$ cat config.mk
export PLATFORM = sky130hd
export DESIGN_NAME = mydivider_n
export DESIGN_NICKNAME = d
export VERILOG_FILES = /design/src/rtl/mydivider_pkg.sv /design/src/rtl/mydivider_phase_cnt.sv /design/src/rtl/mydivider_n.sv
export SDC_FILE = /design/constraint.sdc
export NUM_CORES = 1
export LEC_CHECK = 0
export CORE_MARGIN = 1
export CORE_UTILIZATION = 45
export DETAILED_ROUTE_END_ITERATION = 10
export PLACE_DENSITY = 0.66
export SLEW_MARGIN = 10
export SYNTH_ARGS = -nofsm -noshare
export SYNTH_HDL_FRONTEND = slang
export SYNTH_SLANG_ARGS = --single-unit
$ cat constraint.sdc
create_clock -name CLK_i -period 6.45 [get_ports CLK_i]
set_input_delay 1.29 -clock CLK_i [delete_from_list [all_inputs] [get_ports CLK_i]]
set_output_delay 1.29 -clock CLK_i [all_outputs]
set_load 0.02 [all_outputs]
$ cat src/rtl/mydivider_pkg.sv
// Shared definitions for the programmable clock divider and the rate generators built on it.
// Holds the state encoding, the divisor clamp and the high/low split of a period.
package mydivider_pkg;

   typedef enum logic [0:0] {
      StStop = 1'b0,
      StRun  = 1'b1
   } state_e;

   localparam int unsigned MinDiv = 2;

   // Divisors 0 and 1 cannot form a period with both a high and a low phase.
   function automatic logic [31:0] clamp_div(input logic [31:0] div);
      return (div < MinDiv) ? MinDiv : div;
   endfunction

   // Odd ratios put the extra cycle in the high phase.
   function automatic logic [31:0] high_cycles(input logic [31:0] n);
      return n - (n >> 1);
   endfunction

   function automatic logic [31:0] low_cycles(input logic [31:0] n);
      return n >> 1;
   endfunction

endpackage

$ cat src/rtl/mydivider_phase_cnt.sv
// Modulo-N phase counter with terminal-count flag; exposes its next value so the
// owner can register outputs that line up with the counter.
module mydivider_phase_cnt #(
   parameter int unsigned WIDTH = 8
) (
   input  logic             clk_i,
   input  logic             rst_i,
   input  logic             clear_i,
   input  logic [WIDTH-1:0] mod_i,
   output logic [WIDTH-1:0] cnt_o,
   output logic [WIDTH-1:0] cnt_next_o,
   output logic             tc_o
);

   logic [WIDTH-1:0] cnt_q;
   logic [WIDTH-1:0] cnt_d;

   assign tc_o = (cnt_q == (mod_i - WIDTH'(1)));

   always_comb begin
      cnt_d = cnt_q + WIDTH'(1);
      if (clear_i || tc_o) begin
         cnt_d = '0;
      end
   end

   always_ff @(posedge clk_i) begin
      if (rst_i) begin
         cnt_q <= '0;
      end else begin
         cnt_q <= cnt_d;
      end
   end

   assign cnt_o      = cnt_q;
   assign cnt_next_o = cnt_d;

endmodule

$ cat src/rtl/mydivider_n.sv
// Programmable glitch-free integer clock divider with a fast-clock tick enable.
// Divisor and run/stop changes land only on period boundaries.
module mydivider_n
   import mydivider_pkg::*;
#(
   parameter int unsigned WIDTH       = 8,
   parameter int unsigned DEFAULT_DIV = 2
) (
   input  logic             CLK_i,
   input  logic             RST_i,
   input  logic             EN_i,
   input  logic             LOAD_i,
   input  logic [WIDTH-1:0] DIV_i,
   output logic             CLK_o,
   output logic             TICK_o,
   output logic             BUSY_o,
   output logic [WIDTH-1:0] ACTIVE_DIV_o
);

   localparam logic [WIDTH-1:0] ResetDiv = WIDTH'(clamp_div(32'(DEFAULT_DIV)));

   state_e           state_q;
   logic [WIDTH-1:0] n_q;
   logic [WIDTH-1:0] p_q;
   logic             pv_q;
   logic             clk_q;
   logic             tick_q;

   logic [WIDTH-1:0] cnt;
   logic [WIDTH-1:0] cnt_next;
   logic             tc;
   logic [WIDTH-1:0] div_req;
   logic [WIDTH-1:0] n_next;
   logic [WIDTH-1:0] high_next;
   logic             boundary;
   logic             run_next;

   // Held at zero outside RUN so the first enabled edge starts phase 0.
   mydivider_phase_cnt #(
      .WIDTH (WIDTH)
   ) u_phase_cnt (
      .clk_i      (CLK_i),
      .rst_i      (RST_i),
      .clear_i    (state_q != StRun),
      .mod_i      (n_q),
      .cnt_o      (cnt),
      .cnt_next_o (cnt_next),
      .tc_o       (tc)
   );

   always_comb begin
      div_req  = WIDTH'(clamp_div(32'(DIV_i)));
      boundary = (state_q == StRun) && tc;
      run_next = (state_q == StRun) ? (!boundary || EN_i) : EN_i;
      n_next   = n_q;
      if (state_q == StStop) begin
         if (LOAD_i) begin
            n_next = div_req;
         end
      end else if (boundary) begin
         // A load on the boundary edge bypasses the pending register.
         if (LOAD_i) begin
            n_next = div_req;
         end else if (pv_q) begin
            n_next = p_q;
         end
      end
      high_next = WIDTH'(high_cycles(32'(n_next)));
   end

   always_ff @(posedge CLK_i) begin
      if (RST_i) begin
         state_q <= StStop;
         n_q     <= ResetDiv;
         p_q     <= ResetDiv;
         pv_q    <= 1'b0;
         clk_q   <= 1'b0;
         tick_q  <= 1'b0;
      end else begin
         state_q <= run_next ? StRun : StStop;
         n_q     <= n_next;
         if ((state_q == StRun) && !boundary && LOAD_i) begin
            p_q  <= div_req;
            pv_q <= 1'b1;
         end else if ((state_q == StStop) || boundary) begin
            pv_q <= 1'b0;
         end
         clk_q  <= run_next && (cnt_next < high_next);
         tick_q <= run_next && (cnt_next == '0);
      end
   end

   assign CLK_o        = clk_q;
   assign TICK_o       = tick_q;
   assign BUSY_o       = (state_q == StRun);
   assign ACTIVE_DIV_o = n_q;

endmodule

== After elaboration in Yosys (flattened, before gate mapping) ==
Index checks and enable logic that the tools add are counted.

* Bits in registers: 28
* Bits of input ports: 12
* Output and inout bits: 11

* $add $sub $neg: 3
* Magnitude comparators: 2
* Equality and inequality tests: 1
* Multiplexer cells: 11
* Bitwise gates (word level): 1
* Reductions and logical operators: 11

{| class="wikitable"
|+ Operators by type and width
! operator !! number
|-
| 2-to-1 mux 8 bit || 7
|-
| adder 8 x 1 -> 8 bit (second input constant) || 1
|-
| equality test 8 bit || 1
|-
| zero test 8 bit || 1
|-
| < comparator 8 x 2 -> 1 bit (second input constant) || 1
|-
| < comparator 8 bit || 1
|-
| subtractor 8 x 1 -> 8 bit (second input constant) || 1
|-
| subtractor 8 x 7 -> 8 bit || 1
|-
| logical AND 1 bit || 5
|-
| 2-to-1 mux 1 bit || 4
|-
| logical OR 1 bit || 3
|-
| nonzero test 2 bit || 1
|-
| zero test 1 bit || 1
|-
| inverter 1 bit || 1
|}

== Depth between registers and ports, before layout ==
Gate-level depths: netlist of the first run.

* Word-level depth: 8
* Depth in mapped cells: 23
* Depth with buffers taken out: 21

== Hierarchy ==
Synthesis of the first run repeated with hierarchy kept, for this count alone.

* Cell total of the unflattened synthesis: 283
* Area, all modules: 2331.0 sq um

{| class="wikitable"
|+ By module, submodules not included
! module !! times used !! cells an instance !! area an instance (sq um)
|-
| mydivider_n || 1 || 198 || 1567.8
|-
| mydivider_phase_cnt || 1 || 85 || 763.2
|}

== Worst setup path before layout of the first run ==
No wires, ideal clock.

* Path kind: reg2reg
* Start point: reg n_q[0], in the netlist ACTIVE_DIV_o[0]
* End point: reg clk_q, in the netlist CLK_o
* Setup time: 87 ps
* Data arrival time: 4471 ps
* Data required time: 6363 ps
* Path slack: 1891 ps
* Cell stages (with the launch flop): 23
* Path buffers: 1
* Cells stage by stage: dfxtp_1 buf_2 inv_1 ha_1 xor2_1 nand3_1 a2111oi_4 o211ai_1 a221oi_1 or2_2 ha_1 inv_1 fa_1 a21o_1 a21oi_1 o21bai_1 a21oi_1 xor2_1 ha_1 and4_1 o21ai_0 o21ai_0 nor4b_2

* Longest elaborated chain between the ends: 8
* Elaborated cells on any way between the ends: 16
* Classes of those cells: add/sub (2); order compare (1); eq/ne (1); mux (7); reduce/logical (5)

{| class="wikitable"
|+ RTL lines
! what !! RTL line !! source
|-
| start: declaration || mydivider_n.sv:23 || <nowiki>logic [WIDTH-1:0] n_q;</nowiki>
|-
| start signal: assignment || mydivider_n.sv:74 || <nowiki>n_q <= ResetDiv;</nowiki>
|-
| start signal: assignment || mydivider_n.sv:81 || <nowiki>n_q <= n_next;</nowiki>
|-
| subtractor 8 x 1 -> 8 bit || mydivider_phase_cnt.sv:18 || <nowiki>assign tc_o = (cnt_q == (mod_i - WIDTH'(1)));</nowiki>
|-
| equality test 8 bit || mydivider_phase_cnt.sv:18 ||
|-
| logical AND 1 bit || mydivider_n.sv:53 || <nowiki>boundary = (state_q == StRun) && tc;</nowiki>
|-
| 2-to-1 mux 8 bit || mydivider_n.sv:60 || <nowiki>end else if (boundary) begin</nowiki>
|-
| 2-to-1 mux 8 bit || mydivider_n.sv:56 || <nowiki>if (state_q == StStop) begin</nowiki>
|-
| named net n_next[1] || mydivider_n.sv:33 || <nowiki>logic [WIDTH-1:0] n_next;</nowiki>
|-
| subtractor 8 x 7 -> 8 bit || mydivider_pkg.sv:19 || <nowiki>return n - (n >> 1);</nowiki>
|-
| < comparator 8 bit || mydivider_n.sv:88 || <nowiki>clk_q <= run_next && (cnt_next < high_next);</nowiki>
|-
| logical AND 1 bit || mydivider_n.sv:88 ||
|-
| end signal: assignment || mydivider_n.sv:88 ||
|-
| end: declaration || mydivider_n.sv:26 || <nowiki>logic clk_q;</nowiki>
|}

The timed path passes the listed nets, and every way through them passes these cells.
A chain may end at the register's enable or synchronous reset.

== Worst setup path after layout of the first run ==
* Start point: in LOAD_i
* End point: reg clk_q, in the netlist CLK_o

* Longest elaborated chain between the ends: 6
* Elaborated cells on any way between the ends: 7
* Classes of those cells: add/sub (1); order compare (1); mux (4); reduce/logical (1)

{| class="wikitable"
|+ RTL lines
! what !! RTL line !! source
|-
| start: declaration || mydivider_n.sv:12 || <nowiki>input logic LOAD_i,</nowiki>
|-
| 2-to-1 mux 8 bit || mydivider_n.sv:62 || <nowiki>if (LOAD_i) begin</nowiki>
|-
| 2-to-1 mux 8 bit || mydivider_n.sv:60 ||
|-
| 2-to-1 mux 8 bit (*) || mydivider_n.sv:56 ||
|-
| subtractor 8 x 7 -> 8 bit (*) || mydivider_pkg.sv:19 ||
|-
| < comparator 8 bit (*) || mydivider_n.sv:88 ||
|-
| logical AND 1 bit (*) || mydivider_n.sv:88 ||
|}

Every way passes the cells marked *; elsewhere a longest branch is shown, timed or not.

==> results of run 1 <==
kinds of logic after synthesis:
| family | count (synthesis) | share of synthesized area [%] |
|---|---|---|
| xor gates and xnor gates | 22 | 9.128 |
| DFF | 28 | 25.56 |
| and+or+nand+nor | 92 | 21.91 |
| buffers and inverters | 29 | 6.218 |
| AOI/OAI and AO/OA | 55 | 17.00 |
| muxes | 22 | 10.15 |
| adders and majority gates | 17 | 10.04 |
path summary, 6_finish.rpt:
kind / slack [ns] / depth (start not counted) / startpoint / to
max: 1.28 / 17 / LOAD_i / CLK_o
min: 0.52 / 2 / p_q[0] / p_q[0]
max reg2reg: 1.41 / 20 / ACTIVE_DIV_o[0] / CLK_o
min reg2reg: 0.52 / 2 / p_q[0] / p_q[0]
flip-flops by register name (all words and copies together) (netlist names):
| signal | flops |
|---|---|
| ACTIVE_DIV_o | 8 |
| p_q | 8 |
| TICK_o | 1 |
| pv_q | 1 |
| BUSY_o | 1 |
| u_phase_cnt.cnt_o | 8 |
| CLK_o | 1 |
critical path, stage by stage:
cell	delay, ns
sky130_fd_sc_hd__clkdlybuf4s50_1	0.65
sky130_fd_sc_hd__nor2b_1	0.24
sky130_fd_sc_hd__mux2_2	0.35
sky130_fd_sc_hd__mux2i_1	0.42
sky130_fd_sc_hd__ha_1	0.33
sky130_fd_sc_hd__nor2b_1	0.12
sky130_fd_sc_hd__o21ai_0	0.28
sky130_fd_sc_hd__a21oi_1	0.12
sky130_fd_sc_hd__o21ai_0	0.24
sky130_fd_sc_hd__nand2b_1	0.08
sky130_fd_sc_hd__a21oi_1	0.18
sky130_fd_sc_hd__xor2_1	0.17
sky130_fd_sc_hd__ha_1	0.25
sky130_fd_sc_hd__and4_1	0.19
sky130_fd_sc_hd__o21ai_0	0.09
sky130_fd_sc_hd__o21ai_0	0.14
sky130_fd_sc_hd__nor4b_2	0.21
power groups by stage:
stage | sequential, mW | combinational (mW) | clock [mW]
floorplan | 0.201 | 0.141 | 0
global placement | 0.204 | 0.188 | 0
detailed placement | 0.204 | 0.188 | 0
CTS | 0.200 | 0.189 | 0.114
global route | 0.202 | 0.212 | 0.121
finish | 0.200 | 0.187 | 0.110
per-stage QoR:
step	setup slack [ns]	utilization, %	cell area, sq um	instances
4_1_cts	1.270	52.59	2467	332
3_5_place_dp	0.9732	51.41	2412	328
6_report	1.278	52.59	2467	332
2_1_floorplan	1.891	-	2193	265
3_3_place_gp	1.027	51.41	2412	328
5_1_grt	0.9342	52.59	2467	332
placed cells by master (no fill, tap or decap), types with 2 or more instances in the layout:
cell type                         Yosys  final
sky130_fd_sc_hd__ha_1                16     16
sky130_fd_sc_hd__xnor2_1             13     13
sky130_fd_sc_hd__nor3_1              15     15
sky130_fd_sc_hd__mux2i_1             20     20
sky130_fd_sc_hd__nor2_1              26     26
sky130_fd_sc_hd__nand2_1             15     15
sky130_fd_sc_hd__o21ai_0             17     17
sky130_fd_sc_hd__nand3_1              7      7
sky130_fd_sc_hd__inv_1               14     14
sky130_fd_sc_hd__nor4_1               2      2
sky130_fd_sc_hd__a31oi_1              2      2
sky130_fd_sc_hd__a21oi_1             12     12
sky130_fd_sc_hd__nand2b_1             8      8
sky130_fd_sc_hd__nand4_1              3      3
sky130_fd_sc_hd__xor2_1               8      8
sky130_fd_sc_hd__o211ai_1             2      2
sky130_fd_sc_hd__buf_4                0      2
sky130_fd_sc_hd__a21o_1               6      6
sky130_fd_sc_hd__o21a_1               2      2
sky130_fd_sc_hd__mux2_2               2      2
sky130_fd_sc_hd__or3_1                2      2
sky130_fd_sc_hd__dfxtp_1             28     28
sky130_fd_sc_hd__clkdlybuf4s50_1      0     22
sky130_fd_sc_hd__and3_1               3      3
sky130_fd_sc_hd__a211oi_1             4      4
sky130_fd_sc_hd__clkbuf_8             0      4
sky130_fd_sc_hd__nor2b_1              3      3
metal layers:
layer / vias up / part of all wire [%] / wire, microns
li1: 965 / - / -
met1: 837 / 51 / 2437
met2: 32 / 45 / 2150
met3: 2 / 4.3 / 206
met4: 0 / 0.60 / 29
met5: - / 0 / 0
final cells by class:
cell class,count,share of cell area [%]
repair buffers,24,9.533
clock buffers,4,2.231
well taps,54,2.738
inverters,14,2.130
multi-input cells,208,60.65
flip-flops and latches,28,22.72
==> impl_metrics.sql, run 1 <==
INSERT INTO impl_metrics (metric_group, metric, value, unit) VALUES
('run_status', 'status', 'finished clean', ''),
('sta', 'worst_pin_slew', '1.117', 'ns'),
('clock_network', 'clock_tree_from_tritoncts', 'built', ''),
('global_route', 'grt_pass1_vias', '1710', ''),
('sta', 'period_utilization', '80.18', '%'),
('clock_network', 'cts_h_tree_lvls', '1', ''),
('power_and_ir_drop', 'logic_gate_share_of_total_power', '37.6', '%'),
('synth', 'synth_top_cell_by_area', 'sky130_fd_sc_hd__dfxtp_1', ''),
('synth', 'count_of_flip_flops_with_a_built_in_enable_after_synthesis', '0', ''),
('power_and_ir_drop', 'power_switching_share', '34.42', '%'),
('final_layout', 'final.fill_count', '472', ''),
('clock_network', 'cts-resized-gates', '0', ''),
('worst_hold_path', 'worst_hold_path_type', 'flip-flop to flip-flop', ''),
('sta', 'finalSetupTns', '0', 'ns'),
('job', 'cap_viol_max_count', '0', ''),
('global_route', 'antenna_found_initial', '0', ''),
('clock_network', 'post-cts-setup-buffers', '0', ''),
('synth', 'synth.yosys.warnings', '0', ''),
('sta', 'finalClockSkew', '0.009177', 'ns'),
('power_and_ir_drop', 'power_density', '201.3', 'nW/um^2'),
('sta', 'fmax', '193.4', 'MHz'),
('clock_network', 'clockBufferDepth', '2', ''),
('detailed_routing', 'totalWireLength', '4824', 'microns'),
('detailed_routing', 'wire_length_per_cell', '14.53', 'microns'),
('die', 'fp.coreArea', '4692', 'sq um'),
('clock_network', 'cts.sinks', '28', ''),
('synth', 'synth_most_common_cell', 'sky130_fd_sc_hd__dfxtp_1', ''),
('critical_path', 'critical_path_arrival', '5.36', 'ns'),
('sta', 'hold_violations', '0', ''),
('synth', 'synth_area', '2193', 'sq um'),
('final_layout', 'area_growth', '12.49', '%'),
('final_layout', 'fin_nets', '308', ''),
('critical_path', 'worstSetupPathType', 'input pin to flip-flop', ''),
('sta', 'finalCriticalPeriod', '5.172', 'ns'),
('power_and_ir_drop', 'switching_power', '0.1710', 'mW'),
('synth', 'postSynth.topFlopCell', 'sky130_fd_sc_hd__dfxtp_1', ''),
('synth', 'synth-async-reset-ratio', '0', '%'),
('die', 'initial_core_util', '46.75', '%'),
('power_and_ir_drop', 'clkPwrFrac', '22.2', '%'),
('critical_path', 'worst-path-max-fanout', '9', ''),
('synth', 'yosys_register_bits', '28', ''),
('sta', 'worst_slew_margin_rel', '25.28', '%'),
('power_and_ir_drop', 'seq_power_share', '40.2', '%'),
('critical_path', 'worstSetupStartpointType', 'input pin', ''),
('clock_network', 'clk_pin_slew', '0.10', 'ns'),
('global_route', 'top_usage_layer', 'met2', ''),
('sta', 'slew_violations', '0', ''),
('clock_network', 'cts_root_buffer', 'sky130_fd_sc_hd__clkbuf_8', ''),
('synth', 'syn-num-nets', '294', ''),
('detailed_routing', 'remaining_drc_errors', '0', ''),
('global_route', 'grt_use_total', '19.93', '%'),
('critical_path', 'cp.required', '6.64', 'ns'),
('detailed_routing', 'antenna_left', '0', ''),
('placed_design', 'place_congestion', '0.8727', ''),
('sta', 'rsz_0062_raised_after_global_routing', 'false', ''),
('die', 'dieWidth', '71.82', 'microns'),
('sta', 'setup_viol_count_final', '0', ''),
('placed_design', 'buffer_ports.inserted', '22', ''),
('power_and_ir_drop', 'totalPowerFinal', '0.4968', 'mW'),
('critical_path', 'worst_setup_path_end_kind', 'flip-flop', ''),
('clock_network', 'cts-hold-fix-buffers', '0', ''),
('synth', 'synth_sequential_area_ratio', '25.56', '%'),
('clock_network', 'clk_latency', '0.28', 'ns'),
('synth', 'synth.top_cells.by_area', 'sky130_fd_sc_hd__dfxtp_1 (26%), sky130_fd_sc_hd__ha_1 (9.1%), sky130_fd_sc_hd__mux2i_1 (9.1%)', ''),
('die', 'design.portCount', '23', ''),
('synth', 'synthDominantCellAreaShare', '25.56', '%'),
('die', 'die-area', '5157', 'sq um'),
('detailed_routing', 'routed_via_density', '5.530', ''),
('global_route', 'grt.met3_usage', '2.532', '%'),
('synth', 'synth.lib_cells_used.distinct', '48', ''),
('die', 'chipHeight', '71.82', 'microns');
Note: power is estimated with default switching activity, not from simulation.
==> inputs of run 2 (changes only) <==
- clock period: 6.45 -> 5 ns (I/O delays scaled with it)
==> run 2 against run 1 <==
  * First-iteration DRC count is 89% higher
  * Clock power is 13% higher
  * Hold slack worse by 0.011 ns
  * Count of clock-buffer cells in the layout is 1 lower
==> impl_metrics.sql, run 2 (synthesis gave the netlist of run 1 again) <==
INSERT INTO impl_metrics (metric_group, metric, value, unit) VALUES
('die', 'num_rows', '25', ''),
('final_layout', 'layout_commonest_cell', 'sky130_fd_sc_hd__dfxtp_1', ''),
('sta', 'worst_slew_margin_rel', '57.81', '%'),
('global_route', 'global_route.overflow_total', '0', ''),
('sta', 'finalCriticalPeriod', '4.627', 'ns'),
('sta', 'rsz_0062_raised_after_global_routing', 'false', ''),
('critical_path', 'critical_path_arrival', '4.82', 'ns'),
('detailed_routing', 'remaining_drc_errors', '0', ''),
('sta', 'finalSetupTns', '0', 'ns'),
('global_route', 'grt_pass1_vias', '1783', ''),
('worst_hold_path', 'worst_hold_startpoint', 'p_q[3]', ''),
('sta', 'setup_viol_count_final', '0', ''),
('critical_path', 'worst_setup_path_end_kind', 'flip-flop', ''),
('final_layout', 'mostFrequentLayoutCells', 'sky130_fd_sc_hd__dfxtp_1 (27), sky130_fd_sc_hd__nor2_1 (26), sky130_fd_sc_hd__clkdlybuf4s50_1 (22)', ''),
('clock_network', 'clock_tree_from_tritoncts', 'built', ''),
('power_and_ir_drop', 'max-vdd-ir-drop', '0.1322', 'mV'),
('clock_network', 'post-cts-setup-buffers', '0', ''),
('global_route', 'grt.met1_usage', '29.08', '%'),
('clock_network', 'cts-resized-gates', '0', ''),
('job', 'cap_viol_max_count', '0', ''),
('final_layout', 'fin_nets', '315', ''),
('run_status', 'status', 'finished clean', ''),
('sta', 'finalClockSkew', '0.009703', 'ns'),
('critical_path', 'rr_endpoint', 'CLK_o', ''),
('worst_hold_path', 'worst_hold_path_type', 'flip-flop to flip-flop', ''),
('critical_path', 'r2r-start', 'ACTIVE_DIV_o[3]', ''),
('power_and_ir_drop', 'power_density', '253.0', 'nW/um^2'),
('clock_network', 'cts_h_tree_lvls', '1', ''),
('placed_design', 'place_congestion', '0.8309', ''),
('clock_network', 'cts-hold-fix-buffers', '0', ''),
('sta', 'period_utilization', '92.54', '%'),
('sta', 'final.hold.worst_slack', '0.5061', 'ns'),
('die', 'initial_core_util', '46.75', '%'),
('clock_network', 'cts_bufs_inserted', '3', ''),
('placed_design', 'buffer_ports.inserted', '22', ''),
('critical_path', 'setup.reg_to_reg.worst_slack', '0.46', 'ns'),
('sta', 'fmax', '216.1', 'MHz'),
('worst_hold_path', 'whs_path_depth', '2', ''),
('global_route', 'grt_use_total', '20.88', '%'),
('sta', 'slew_violations', '0', ''),
('clock_network', 'cts_root_buffer', 'sky130_fd_sc_hd__clkbuf_8', ''),
('global_route', 'top_usage_layer', 'met2', ''),
('final_layout', 'area_growth', '14.60', '%'),
('critical_path', 'rr_worst_depth', '21', ''),
('detailed_routing', 'detailedRoute.firstIterationViolations', '142', ''),
('global_route', 'antenna_found_initial', '0', ''),
('detailed_routing', 'totalWireLength', '5029', 'microns'),
('die', 'chipHeight', '71.82', 'microns'),
('detailed_routing', 'antenna_left', '0', ''),
('detailed_routing', 'num_vias', '1929', ''),
('final_layout', 'utilization_of_the_core_after_routing', '53.57', '%'),
('die', 'dieWidth', '71.82', 'microns'),
('final_layout', 'antenna_cells', '0', ''),
('sta', 'hold_violations', '0', ''),
('detailed_routing', 'wire_length_per_cell', '14.88', 'microns'),
('global_route', 'grt.met3_usage', '4.641', '%'),
('die', 'design.portCount', '23', ''),
('global_route', 'grt_max_degree', '29', ''),
('clock_network', 'clk_latency', '0.27', 'ns'),
('worst_hold_path', 'worstHoldEndpoint', 'p_q[3]', ''),
('die', 'die-area', '5157', 'sq um'),
('power_and_ir_drop', 'leakage', '1.021', 'nW'),
('global_route', 'gr-usage-met2', '32.39', '%'),
('critical_path', 'cp.required', '5.19', 'ns'),
('critical_path', 'worstSetupPathType', 'input pin to flip-flop', ''),
('die', 'fp.coreArea', '4692', 'sq um'),
('detailed_routing', 'dr.pass1.iters', '4', ''),
('placed_design', 'place.detailed.hpwl', '3869', 'microns'),
('clock_network', 'clockBufferDepth', '2', ''),
('sta', 'worst_pin_slew', '0.6328', 'ns'),
('global_route', 'grt_pass1_wl', '8431', 'microns'),
('critical_path', 'worst-path-max-fanout', '3', ''),
('clock_network', 'cts.sinks', '28', ''),
('final_layout', 'layout-drive-gt1-share', '9.155', '%'),
('critical_path', 'worstSetupStartpointType', 'input pin', ''),
('detailed_routing', 'routed_via_density', '5.707', ''),
('clock_network', 'clk_pin_slew', '0.10', 'ns');
-- run 2: cell count changes in the layout (fill, tap and decap cells not counted), sizes merged --
cell / previous run / this run
clkbuf: 4 / 3
buf: 2 / 9
-- run 2: layer usage --
layer	wire (microns)	part of all wire, %
met2	2250	45
met1	2435	48
met4	78	1.6
met5	0	0
met3	265	5.3
-- run 2: power breakdown --
| group | internal (mW) | switching (mW) | total (mW) |
|---|---|---|---|
| clock | 0.0541 | 0.0698 | 0.124 |
| combinational | 0.122 | 0.136 | 0.258 |
| sequential | 0.235 | 0.0190 | 0.254 |
| total | 0.411 | 0.225 | 0.636 |
-- run 2: final cells by class --
| cell class | count | area [sq um] |
|---|---|---|
| Inverter | 14 | 52.55 |
| Timing Repair Buffer | 31 | 287.8 |
| Clock buffer | 3 | 41.29 |
| Tap cell | 54 | 67.56 |
| Multi-Input combinational cell | 208 | 1503 |
| Sequential cell | 28 | 561.8 |
| Fill cell | 477 | 2178 |
-- run 2: worst max path at each step --
stage | startpoint | to | slack (ns) | depth (start not counted)
finish | DIV_i[5] | CLK_o | 0.37 | 21
global route | DIV_i[5] | CLK_o | 0.07 | 21
CTS | DIV_i[5] | CLK_o | 0.30 | 21
detailed placement | DIV_i[5] | CLK_o | 0.02 | 21
global placement | DIV_i[5] | CLK_o | 0.13 | 21
floorplan | ACTIVE_DIV_o[0] | CLK_o | 0.44 | 22
-- run 2: worst max-delay path, stage by stage --
cell	delay [ns]
sky130_fd_sc_hd__clkdlybuf4s50_1	0.45
sky130_fd_sc_hd__nor4_2	0.34
sky130_fd_sc_hd__nand2_1	0.09
sky130_fd_sc_hd__o21a_1	0.19
sky130_fd_sc_hd__nand2_1	0.08
sky130_fd_sc_hd__o21ai_0	0.08
sky130_fd_sc_hd__mux2i_1	0.17
sky130_fd_sc_hd__a21o_1	0.14
sky130_fd_sc_hd__ha_1	0.15
sky130_fd_sc_hd__inv_1	0.05
sky130_fd_sc_hd__fa_1	0.39
sky130_fd_sc_hd__a21o_1	0.17
sky130_fd_sc_hd__a21oi_1	0.21
sky130_fd_sc_hd__o21bai_1	0.09
sky130_fd_sc_hd__a21oi_1	0.17
sky130_fd_sc_hd__xor2_1	0.16
sky130_fd_sc_hd__ha_1	0.25
sky130_fd_sc_hd__and4_1	0.18
sky130_fd_sc_hd__o21ai_0	0.09
sky130_fd_sc_hd__o21ai_0	0.15
sky130_fd_sc_hd__nor4b_2	0.21
-- run 2: through the flow --
stage | cell area [sq um] | cells | power (mW) | setup slack (ns)
after floorplan | 2193 | 265 | 0.4422 | 0.4414
after global placement | 2465 | 335 | 0.5108 | 0.1262
after detailed placement | 2465 | 335 | 0.5166 | 0.02456
after CTS | 2506 | 338 | 0.6414 | 0.2996
after global routing | 2514 | 338 | 0.6820 | 0.06763
final | 2514 | 338 | 0.6361 | 0.3732
